==> config.mk <==
export PLATFORM = sky130hd
export DESIGN_NAME = vga_error_monitor
export DESIGN_NICKNAME = d
export VERILOG_FILES = /design/src/rtl/vga_error_monitor.sv
export SDC_FILE = /design/constraint.sdc
export NUM_CORES = 1
export LEC_CHECK = 0
export CORE_UTILIZATION = 50
export CTS_CLUSTER_DIAMETER = 40
export DETAILED_ROUTE_END_ITERATION = 12
export PLACE_DENSITY = 0.76
export REMOVE_ABC_BUFFERS = 1
export SLEW_MARGIN = 0
export SYNTH_ARGS = -nofsm -noshare
export SYNTH_HDL_FRONTEND = slang
export SYNTH_SLANG_ARGS = --single-unit
==> constraint.sdc <==
create_clock -name pixel_clk -period 3 [get_ports pixel_clk]
set_clock_uncertainty 0.2 [all_clocks]
set_input_delay 0.3 -clock pixel_clk [delete_from_list [all_inputs] [get_ports pixel_clk]]
set_output_delay 0.3 -clock pixel_clk [all_outputs]
set_load 0.01 [all_outputs]
==> src/rtl/vga_error_monitor.sv <==
// Per-channel SRAM error statistics, framed by VGA vsync: lifetime totals, last-frame sum,
// bad-frame count and sticky flags. Define VGA_ERROR_MONITOR_PEAK_EN to enable peak tracking.
module vga_error_monitor #(
  parameter int unsigned NUM_CH           = 2,
  parameter int unsigned CNT_WIDTH        = 16,
  parameter int unsigned FRAME_CNT_WIDTH  = 12,
  parameter int unsigned VSYNC_ACTIVE_LOW = 1
) (
  input  logic                                           pixel_clk,
  input  logic                                           rst_n,
  input  logic [NUM_CH-1:0]                              err_i,
  input  logic                                           vsync_i,
  input  logic                                           clr_i,
  input  logic [((NUM_CH > 1) ? $clog2(NUM_CH) : 1)-1:0] sel_i,
  output logic [CNT_WIDTH-1:0]                           total_cnt_o,
  output logic [CNT_WIDTH-1:0]                           frame_cnt_o,
  output logic                                           frame_valid_o,
  output logic [FRAME_CNT_WIDTH-1:0]                     bad_frames_o,
  output logic [NUM_CH-1:0]                              sticky_o,
  output logic [CNT_WIDTH-1:0]                           peak_o
);

  localparam int unsigned PopW = $clog2(NUM_CH + 1);
  localparam int unsigned SumW = CNT_WIDTH + PopW;
  localparam logic VsyncIdle = (VSYNC_ACTIVE_LOW != 0);

  typedef enum logic [0:0] {StUnarmed, StRun} state_e;

  state_e                     state_q;
  logic                       vsync_q;
  logic [CNT_WIDTH-1:0]       total_q [NUM_CH];
  logic [CNT_WIDTH-1:0]       acc_q, acc_d;
  logic [CNT_WIDTH-1:0]       frame_cnt_q;
  logic                       frame_valid_q;
  logic [FRAME_CNT_WIDTH-1:0] bad_frames_q;
  logic [NUM_CH-1:0]          sticky_q;

  logic            boundary;
  logic [SumW-1:0] pop, acc_sum;
  logic [CNT_WIDTH-1:0] acc_inc, pop_sat;

  // XOR with the idle level turns the raw level into an "active" flag for either polarity.
  assign boundary = (vsync_i ^ VsyncIdle) & ~(vsync_q ^ VsyncIdle);

  always_comb begin
    pop = '0;
    for (int i = 0; i < int'(NUM_CH); i++) begin
      pop = pop + SumW'(err_i[i]);
    end
    acc_sum = SumW'(acc_q) + pop;
    acc_inc = (|acc_sum[SumW-1:CNT_WIDTH]) ? '1 : acc_sum[CNT_WIDTH-1:0];
    pop_sat = (|pop[SumW-1:CNT_WIDTH]) ? '1 : pop[CNT_WIDTH-1:0];
    // Errors on the boundary cycle open the new frame.
    acc_d   = boundary ? pop_sat : acc_inc;
  end

  always_ff @(posedge pixel_clk) begin
    if (!rst_n) begin
      state_q       <= StUnarmed;
      vsync_q       <= VsyncIdle;
      acc_q         <= '0;
      frame_cnt_q   <= '0;
      frame_valid_q <= 1'b0;
      bad_frames_q  <= '0;
      sticky_q      <= '0;
      for (int i = 0; i < int'(NUM_CH); i++) total_q[i] <= '0;
    end else begin
      vsync_q       <= vsync_i;
      frame_valid_q <= 1'b0;
      if (clr_i) begin
        state_q      <= StUnarmed;
        acc_q        <= '0;
        frame_cnt_q  <= '0;
        bad_frames_q <= '0;
        sticky_q     <= '0;
        for (int i = 0; i < int'(NUM_CH); i++) total_q[i] <= '0;
      end else begin
        acc_q    <= acc_d;
        sticky_q <= sticky_q | err_i;
        for (int i = 0; i < int'(NUM_CH); i++) begin
          if (err_i[i] && (total_q[i] != '1)) total_q[i] <= total_q[i] + CNT_WIDTH'(1);
        end
        if (boundary) begin
          unique case (state_q)
            StUnarmed: state_q <= StRun;
            StRun: begin
              frame_cnt_q   <= acc_q;
              frame_valid_q <= 1'b1;
              if ((acc_q != '0) && (bad_frames_q != '1)) begin
                bad_frames_q <= bad_frames_q + FRAME_CNT_WIDTH'(1);
              end
            end
          endcase
        end
      end
    end
  end

  always_comb begin
    total_cnt_o = '0;
    for (int i = 0; i < int'(NUM_CH); i++) begin
      if (int'(sel_i) == i) total_cnt_o = total_q[i];
    end
  end

  assign frame_cnt_o   = frame_cnt_q;
  assign frame_valid_o = frame_valid_q;
  assign bad_frames_o  = bad_frames_q;
  assign sticky_o      = sticky_q;

`ifdef VGA_ERROR_MONITOR_PEAK_EN
  logic [CNT_WIDTH-1:0] peak_q;

  always_ff @(posedge pixel_clk) begin
    if (!rst_n || clr_i) begin
      peak_q <= '0;
    end else if (boundary && (state_q == StRun) && (acc_q > peak_q)) begin
      peak_q <= acc_q;
    end
  end

  assign peak_o = peak_q;
`else
  assign peak_o = '0;
`endif

endmodule

== Yosys cells after proc, flatten, opt, wreduce, memory -nomap -nowiden ==
Memories as Yosys holds them, arrays and structs flattened.
Cells that the tools add are included.
Widths: inputs -> output; s select.
Word-level totals
  memories kept: 1
  register bits: 49
  input port bits: 7
  logic and storage cells: 56
  ROM bits: 0
  bits in latches: 0
  memory bits (writable): 32
  output and inout port bits: 63
Operators by class
  shift-type cells: 0
  $lt $le $gt $ge: 0
  bitwise gates (word level): 9
  reductions and logical operators: 10
  div/mod/pow operators: 0
  equality and inequality tests: 3
  multiplexer cells: 21
  $mul: 0
  add/subtract/negate cells: 5
Memories
  total_q: words 2, bits a word 16, rd ports 2, clocked after Yosys merged registers in 0, write ports 2, line 31  | logic [CNT_WIDTH-1:0] total_q [NUM_CH];
Operator list (number)
  $mux 16: 8
  $add 16x1->16 const B: 2
  $ne 16x16->1 const B: 2
  $add 16x2->17: 1
  $reduce_bool 16->1: 1
  $mux 1: 13
  $add 12x1->12 const B: 1
  $ne 12x12->1 const B: 1
  $or 1x1->1: 4
  $reduce_or 2->1: 2
  $logic_and 1x1->1: 3
  $not 1->1: 3
  $reduce_and 3->1: 1
  $reduce_or 3->1: 1
  $add 1x1->2: 1
  $or 2x2->2: 1
  $reduce_and 2->1: 1
  $reduce_or 2->1 const A: 1
  $and 1x1->1: 1

== Longest topological paths before layout ==
Gate-level depths: netlist of run 1.
An unclocked memory read counts as a cell.
  depth in word-level cells: 8
  mapped depth: 8
  depth with buffers taken out: 8

== Worst setup path after synthesis of run 1 ==
No wires, ideal clock.
  kind: input to register
  from: in err_i[0]
  to: reg acc_q[12]
  cell stages on the path: 8
  path buffers: 0
  required time: 2.672 ns
  data arrival time: 2.012 ns
  setup slack: 0.660 ns
  library setup time: 0.128 ns
  cell sequence: ha_1 > ha_1 > inv_1 > fa_1 > or3_1 > nor2_1 > mux2i_1 > nor2_1
Between the ends
  longest elaborated chain between the ends: 5
RTL lines
  start: declaration: line 11  | input logic [NUM_CH-1:0] err_i,
  $add 1x1->2 *: line 48  | pop = pop + SumW'(err_i[i]);
  $add 16x2->17 *: line 50  | acc_sum = SumW'(acc_q) + pop;
  $reduce_or 2->1: line 51  | acc_inc = (|acc_sum[SumW-1:CNT_WIDTH]) ? '1 : acc_sum[CNT_WIDTH-1:0];
  $mux 16 *: line 51
  $mux 16 *: line 54  | acc_d = boundary ? pop_sat : acc_inc;
  end signal: assignment: line 61  | acc_q <= '0;
  end signal: assignment: line 72  | acc_q <= '0;
  end signal: assignment: line 78  | acc_q <= acc_d;
  end: declaration: line 32  | logic [CNT_WIDTH-1:0] acc_q, acc_d;
Every way passes the cells marked *; elsewhere a longest branch is shown, timed or not.
A chain may end at the register's enable or synchronous reset.

== Final worst setup path of run 1 ==
  from: in err_i[1]
  to: reg acc_q[1]
Between the ends
  longest elaborated chain between the ends: 5
  elaborated cells on any way between the ends: 6
  those cells by class: add/sub (2); mux (3); reduce/logical (1)
RTL lines (line)
  $add 1x1->2 *: 48
  $add 16x2->17: 50
  $reduce_or 2->1: 51
  $mux 16: 51
  $mux 16 *: 54
Marks and branches as above.

==> impl_metrics.csv, run 1 <==
group,metric,value,unit
outcome,status,"completed",
synth,synth-main-ff-cell,"dfxtp_1",
synth,netlist_top_cells_count,"nand2_1, nor2_1, dfxtp_1, a21oi_1, edfxtp_1",
finish,fin_util,62.09,%
power,clockPowerShare,33.1,%
route,wire_per_inst,15.34,um
synth,ys_warn_count,0,
clocking,cts-buffers-inserted,9,
route,vias,3294,
critical_path,startpoint_type,"input pin",
critical_path,path_max_fanout,12,
clocking,cts_setup_buffers,0,
power,leakage,1.747,nW
global_routing,grt.total_usage,22.59,%
route,drtPass1Iterations,4,
finish,antenna_cells,0,
synth,synth.most_common_cell,"nand2_1",
critical_path,max_stage_delay,0.50,ns
sta,hold_viol,0,
power,swShare,25.60,%
power,internal_power,0.001560,W
synth,synth_top_cell_area_share,23.44,%
critical_path,crit_top_cell,"ha_1",
critical_path,arrival,2.70,ns
sta,tns,0,ns
global_routing,grt_max_degree,25,
global_routing,grt_pass1_wl,15.23,mm
synth,synthArstFlopShare,0,%
synth,syn_area,4184,um2
finish,drive_above_1_share,10.87,%
sta,relSlewSlack,54.02,%
critical_path,required,3.08,ns
job,cap_violations,0,
clocking,clockBufferDepth,2,
synth,ys_seq_area_share,46.41,%
die,die_y,93.48,um
synth,ys_types,47,
die,start_util,52.78,%
route,drc,0,
sta,grt_setup_unrepaired,"false",
worst_hold_path,holdCritPathClass,"flip-flop to flip-flop",
place,portBuffers,53,
clocking,post_cts_resized,0,
synth,syn_inst,437,
place,routabilityCongestion,0.8238,
worst_hold_path,holdPathStages,2,
die,fp.dieW,93.48,um
critical_path,path_class,"input pin to flip-flop",
place,post-place-cells,583,
global_routing,antenna_found_initial,0,
clocking,cts_hold_buf,0,
synth,yosys.area.top_type,"dfxtp_1",
critical_path,rr_worst_depth,7,
power,ir_drop,0.0003014,V
critical_path,cp-end-kind,"flip-flop",
clocking,clock-sinks,81,
sta,fin_ws,0.3793,ns
die,dieArea,8738,um2
power,power_switching,0.0005369,W
synth,avgSynthCellArea,9.574,um2
sta,period_share,87.36,%
sta,fmax,381.6,MHz
finish,instances_no_fill,599,
power,share_seq_of_total_power,57.9,%
clocking,clkTransAtPathRegs,0.08,ns
die,fp-row-count,32,
place,dpl.hpwl,6.503,mm
clocking,htreeDepth,3,
route,drt_iter0_markers,145,
clocking,cts_tree,"built",
finish,final_nets,506,
power,fin_total_pwr,0.002097,W
synth,ys_seq_elements,81,
critical_path,path_cells,"clkdlybuf4s50_1 > ha_1 > ha_1 > inv_1 > fa_1 > nor4_4 > nand2_1 > a31oi_1",
clocking,clk_latency,0.36,ns
power,combPwrFrac,9.0,%
global_routing,overflow,0,
global_routing,grt_pass1_vias,3178,
sta,period_minus_slack,2.621,ns
route,drt-total-wl,9.186,mm
clocking,cts-root-buf,"clkbuf_8",
place,place_ws,0.002902,ns
sta,maxSlewViolCount,0,
finish,syn_to_final_growth,17.64,%
synth,synth_edf_count,32,
route,drtAntennaViolNets,0,
die,core,7928,um2
synth,synth.area.top_cells,"dfxtp_1, edfxtp_1, nand2_1, xor2_1, nor2_1",
die,io_pins,70,
finish,num-fill-cells,675,
sta,worst_pin_slew,0.6880,ns
critical_path,cp_slowest_cell,"fa_1",
route,via_per_inst,5.499,
sta,setup-violations-final,0,
power,p_per_area,426.0,nW/um2
-- per-stage QoR --
stage                     area, um2  hold slack [ns]
final                          4922           0.2535
after global routing           4922           0.2809
after CTS                      4922           0.2575
after detailed placement       4760           0.2486
after global placement         4760           0.2455
after floorplan                4014           0.1730
-- layout by cell type (no fill, tap or decap), drive strengths merged, types with 2 or more instances in the layout --
| cell | count |
|---|---|
| nand2 | 61 |
| clkdlybuf4s50 | 53 |
| nor2 | 52 |
| dfxtp | 49 |
| a21oi | 37 |
| edfxtp | 32 |
| xor2 | 25 |
| nand3 | 20 |
| mux2 | 16 |
| conb | 16 |
| nand4 | 16 |
| xnor2 | 13 |
| clkbuf | 10 |
| buf | 10 |
| nor4 | 9 |
| nor3 | 7 |
| or4 | 7 |
| ha | 6 |
| a31oi | 6 |
| nor2b | 5 |
| and3 | 5 |
| o31ai | 5 |
| inv | 5 |
| clkinv | 5 |
| nand2b | 4 |
| o21ai | 4 |
| or3 | 3 |
| and4 | 2 |
| a41o | 2 |
| o211ai | 2 |
| mux2i | 2 |
| or2 | 2 |
-- layout make-up --
type / count / area, um2 / area share [%]
well taps: 102 / 127.6 / 2.593
flip-flops and latches: 81 / 1942 / 39.45
multi-input cells: 333 / 2057 / 41.79
clock inverters: 6 / 35.03 / 0.7117
repair buffers: 63 / 618.1 / 12.56
clock buffers: 10 / 127.6 / 2.593
inverters: 4 / 15.01 / 0.3050
-- power groups by stage --
| stage | Sequential (W) | Clock [W] | Combinational, W |
|---|---|---|---|
| 5_1_grt | 0.00122 | 0.000758 | 0.000207 |
| 3_5_place_dp | 0.00124 | 0 | 0.000188 |
| 2_1_floorplan | 0.00123 | 0 | 0.000107 |
| 4_1_cts | 0.00121 | 0.000708 | 0.000190 |
| 3_3_place_gp | 0.00124 | 0 | 0.000184 |
| 6_report | 0.00121 | 0.000695 | 0.000189 |
-- worst max-delay path, delay by kind of cell --
| family | cells | cell delay, ns |
|---|---|---|
| AOI/OAI and AO/OA | 1 | 0.27 |
| buffers and inverters | 2 | 0.49 |
| and+or+nand+nor | 2 | 0.65 |
| adders and majority gates | 3 | 0.98 |
-- registers in the layout, indices dropped and copies added, names as in the netlist --
| name | flops |
|---|---|
| total_q | 32 |
| acc_q | 16 |
| frame_cnt_o | 16 |
| bad_frames_o | 12 |
| sticky_o | 2 |
| frame_valid_o | 1 |
| state_q | 1 |
| vsync_q | 1 |
-- routing by layer --
layer,up-vias,wire length (um),global-route usage (%)
met4,0,150,9.231
met2,77,4495,38.36
li1,1626,-,-
met3,10,515,4.715
met5,-,0,0
met1,1581,4024,27.86
-- path summary, 6_finish.rpt --
| kind | from | end | slack [ns] |
|---|---|---|---|
| max | err_i[1] | acc_q[1] | 0.38 |
| min | frame_cnt_o[13] | frame_cnt_o[13] | 0.25 |
| max reg2reg | total_q[0][0] | total_q[0][20] | 0.50 |
| min reg2reg | frame_cnt_o[13] | frame_cnt_o[13] | 0.25 |
-- cells by family (layout without fill, tap and decap cells) --
group | count (synthesis) | after routing | share of synthesized area (%)
AND/OR/NAND/NOR | 195 | 195 | 24.10
flip-flops | 81 | 81 | 46.41
AO/OA/AOI/OAI | 59 | 59 | 8.613
XOR/XNOR | 38 | 38 | 7.955
buffers and inverters | 38 | 83 | 5.771
multiplexers | 18 | 18 | 4.785
adder cells (fa/ha/maj) | 7 | 7 | 2.273
other | 1 | 16 | 0.08963
Note: power is estimated with default switching activity, not from simulation.
==> inputs of run 2 (changes only) <==
- CAP_MARGIN: default -> 20
- CTS_CLUSTER_DIAMETER: 40 -> default
- RECOVER_POWER: default -> 100
==> run 2 against run 1 <==
  * Hold slack worse by 0.0030 ns
  * Wire length up 0.52%
  * Setup slack worse by 0.18 ns
  * Register-to-register slack worse by 0.05 ns
  * Sequential share of layout area up 0.20 points
  * Clock power about the same
  * Sequential cell count unchanged
  * Sequential power about the same
  * Maximum frequency down 6.4%
  * Cell count unchanged
  * Clock-buffer cell count unchanged
  * Highest routed layer unchanged
==> impl_metrics.csv, run 2 (synthesis gave the netlist of run 1 again) <==
group,metric,value,unit
place,portBuffers,53,
finish,antenna_cells,0,
route,drc,0,
clocking,cts_setup_buffers,0,
sta,grt_setup_unrepaired,"false",
clocking,cts-root-buf,"clkbuf_8",
critical_path,arrival,2.30,ns
worst_hold_path,holdCritPathClass,"flip-flop to flip-flop",
sta,tns,0,ns
place,dpl.hpwl,6.503,mm
clocking,clock-sinks,81,
route,drt_iter0_markers,134,
clocking,htreeDepth,3,
global_routing,grt_pass1_vias,3178,
sta,period_minus_slack,2.800,ns
power,p_per_area,428.1,nW/um2
global_routing,antenna_found_initial,0,
die,start_util,52.78,%
clocking,post_cts_resized,0,
sta,fmax,357.2,MHz
finish,drive_above_1_share,8.451,%
clocking,clk_latency,0.36,ns
clocking,cts_tree,"built",
finish,final_nets,506,
die,io_pins,70,
die,dieArea,8738,um2
route,wire_per_inst,15.42,um
job,cap_violations,0,
finish,syn_to_final_growth,17.05,%
global_routing,grt_max_degree,25,
die,core,7928,um2
route,via_per_inst,5.509,
route,vias,3300,
route,drtAntennaViolNets,0,
critical_path,path_cells,"clkdlybuf4s50_1 > clkbuf_1 > mux2_1 > clkdlybuf4s50_1",
critical_path,cp_slowest_cell,"clkbuf_1",
sta,period_share,93.33,%
outcome,status,"completed",
sta,worst_pin_slew,1.105,ns
critical_path,cp-end-kind,"output port",
clocking,clockBufferDepth,2,
finish,largest_register_ffs,32,
sta,fin_ws,0.2002,ns
place,routabilityCongestion,0.8238,
power,leakage,1.846,nW
finish,largest_register,"total_q",
place,place_ws,0.002902,ns
sta,relSlewSlack,26.32,%
critical_path,startpoint_type,"input pin",
power,ir_drop,0.0003003,V
clocking,cts_hold_buf,0,
critical_path,required,2.50,ns
critical_path,crit_top_cell,"clkdlybuf4s50_1",
global_routing,grt.total_usage,22.59,%
global_routing,grt_pass1_wl,15.23,mm
critical_path,cp_top_family,"buffers and inverters",
critical_path,path_class,"input pin to output port",
critical_path,path_max_fanout,16,
finish,layout.cells.most_common_list,"nand2_1, nor2_1, dfxtp_1",
global_routing,overflow,0,
clocking,clkTransAtPathRegs,0.07,ns
route,drt-total-wl,9.234,mm
clocking,cts-buffers-inserted,9,
finish,mostFrequentLayoutCell,"nand2_1",
critical_path,crit_buf_inv,3,
die,die_y,93.48,um
sta,setup-violations-final,0,
critical_path,max_stage_delay,0.61,ns
sta,maxSlewViolCount,0,
sta,hold_viol,0,
die,fp.dieW,93.48,um
die,fp-row-count,32,
route,drtPass1Iterations,4,
[run 2: cell count changes in the layout (fill, tap and decap cells not counted), moves of 4 or more]
cell             change
clkdlybuf4s50_1     -33
dlygate4sd3_1       +33
mux2_1               +6
mux2_2               -6
buf_4                -4
clkbuf_1             +4
[run 2: final timing paths]
path	startpoint	endpoint	slack, ns	depth (start not counted)
worst max register to register	total_q[0][0]	total_q[0][20]	0.45	7
worst min-delay path	frame_cnt_o[13]	frame_cnt_o[13]	0.25	2
worst min register to register	frame_cnt_o[13]	frame_cnt_o[13]	0.25	2
worst max-delay path	sel_i	total_cnt_o[13]	0.20	4
[run 2: layout make-up]
class | instances | area (um2)
inverter | 4 | 15.01
clock inverter | 6 | 35.03
sequential | 81 | 1942
timing repair buffer | 63 | 603.1
fill | 682 | 3030
clock buffer | 10 | 127.6
multi-input combinational | 333 | 2047
tap | 102 | 127.6
[run 2: routing by layer]
layer  track usage, %  routed length [um]  up-vias
met5                0                   0        -
met4            9.231                 128        0
met3            4.715                 535       10
met2            38.36                4490       77
met1            27.86                4080     1589
li1                 -                   -     1624
[run 2: metrics by stage]
stage | cells | util [%] | hold WS [ns] | power, W | instance area (um2)
final | 599 | 61.77 | 0.2505 | 0.002096 | 4897
after global routing | 599 | 61.77 | 0.2782 | 0.002180 | 4897
after CTS | 599 | 62.09 | 0.2575 | 0.002111 | 4922
after detailed placement | 583 | 60.04 | 0.2486 | 0.001426 | 4760
after global placement | 583 | 60.04 | 0.2455 | 0.001421 | 4760
after floorplan | 418 | - | 0.1730 | 0.001332 | 4014
[run 2: tightest hold or removal path: stages, from the launching register on]
cell and delay (ns):
dfxtp_1 0.31, nand2_1 0.05, a21oi_1 0.05
[run 2: power by group]
group          internal (W)  switching (W)
combinational     0.0000852      0.0000998
clock              0.000297       0.000401
sequential          0.00117      0.0000393
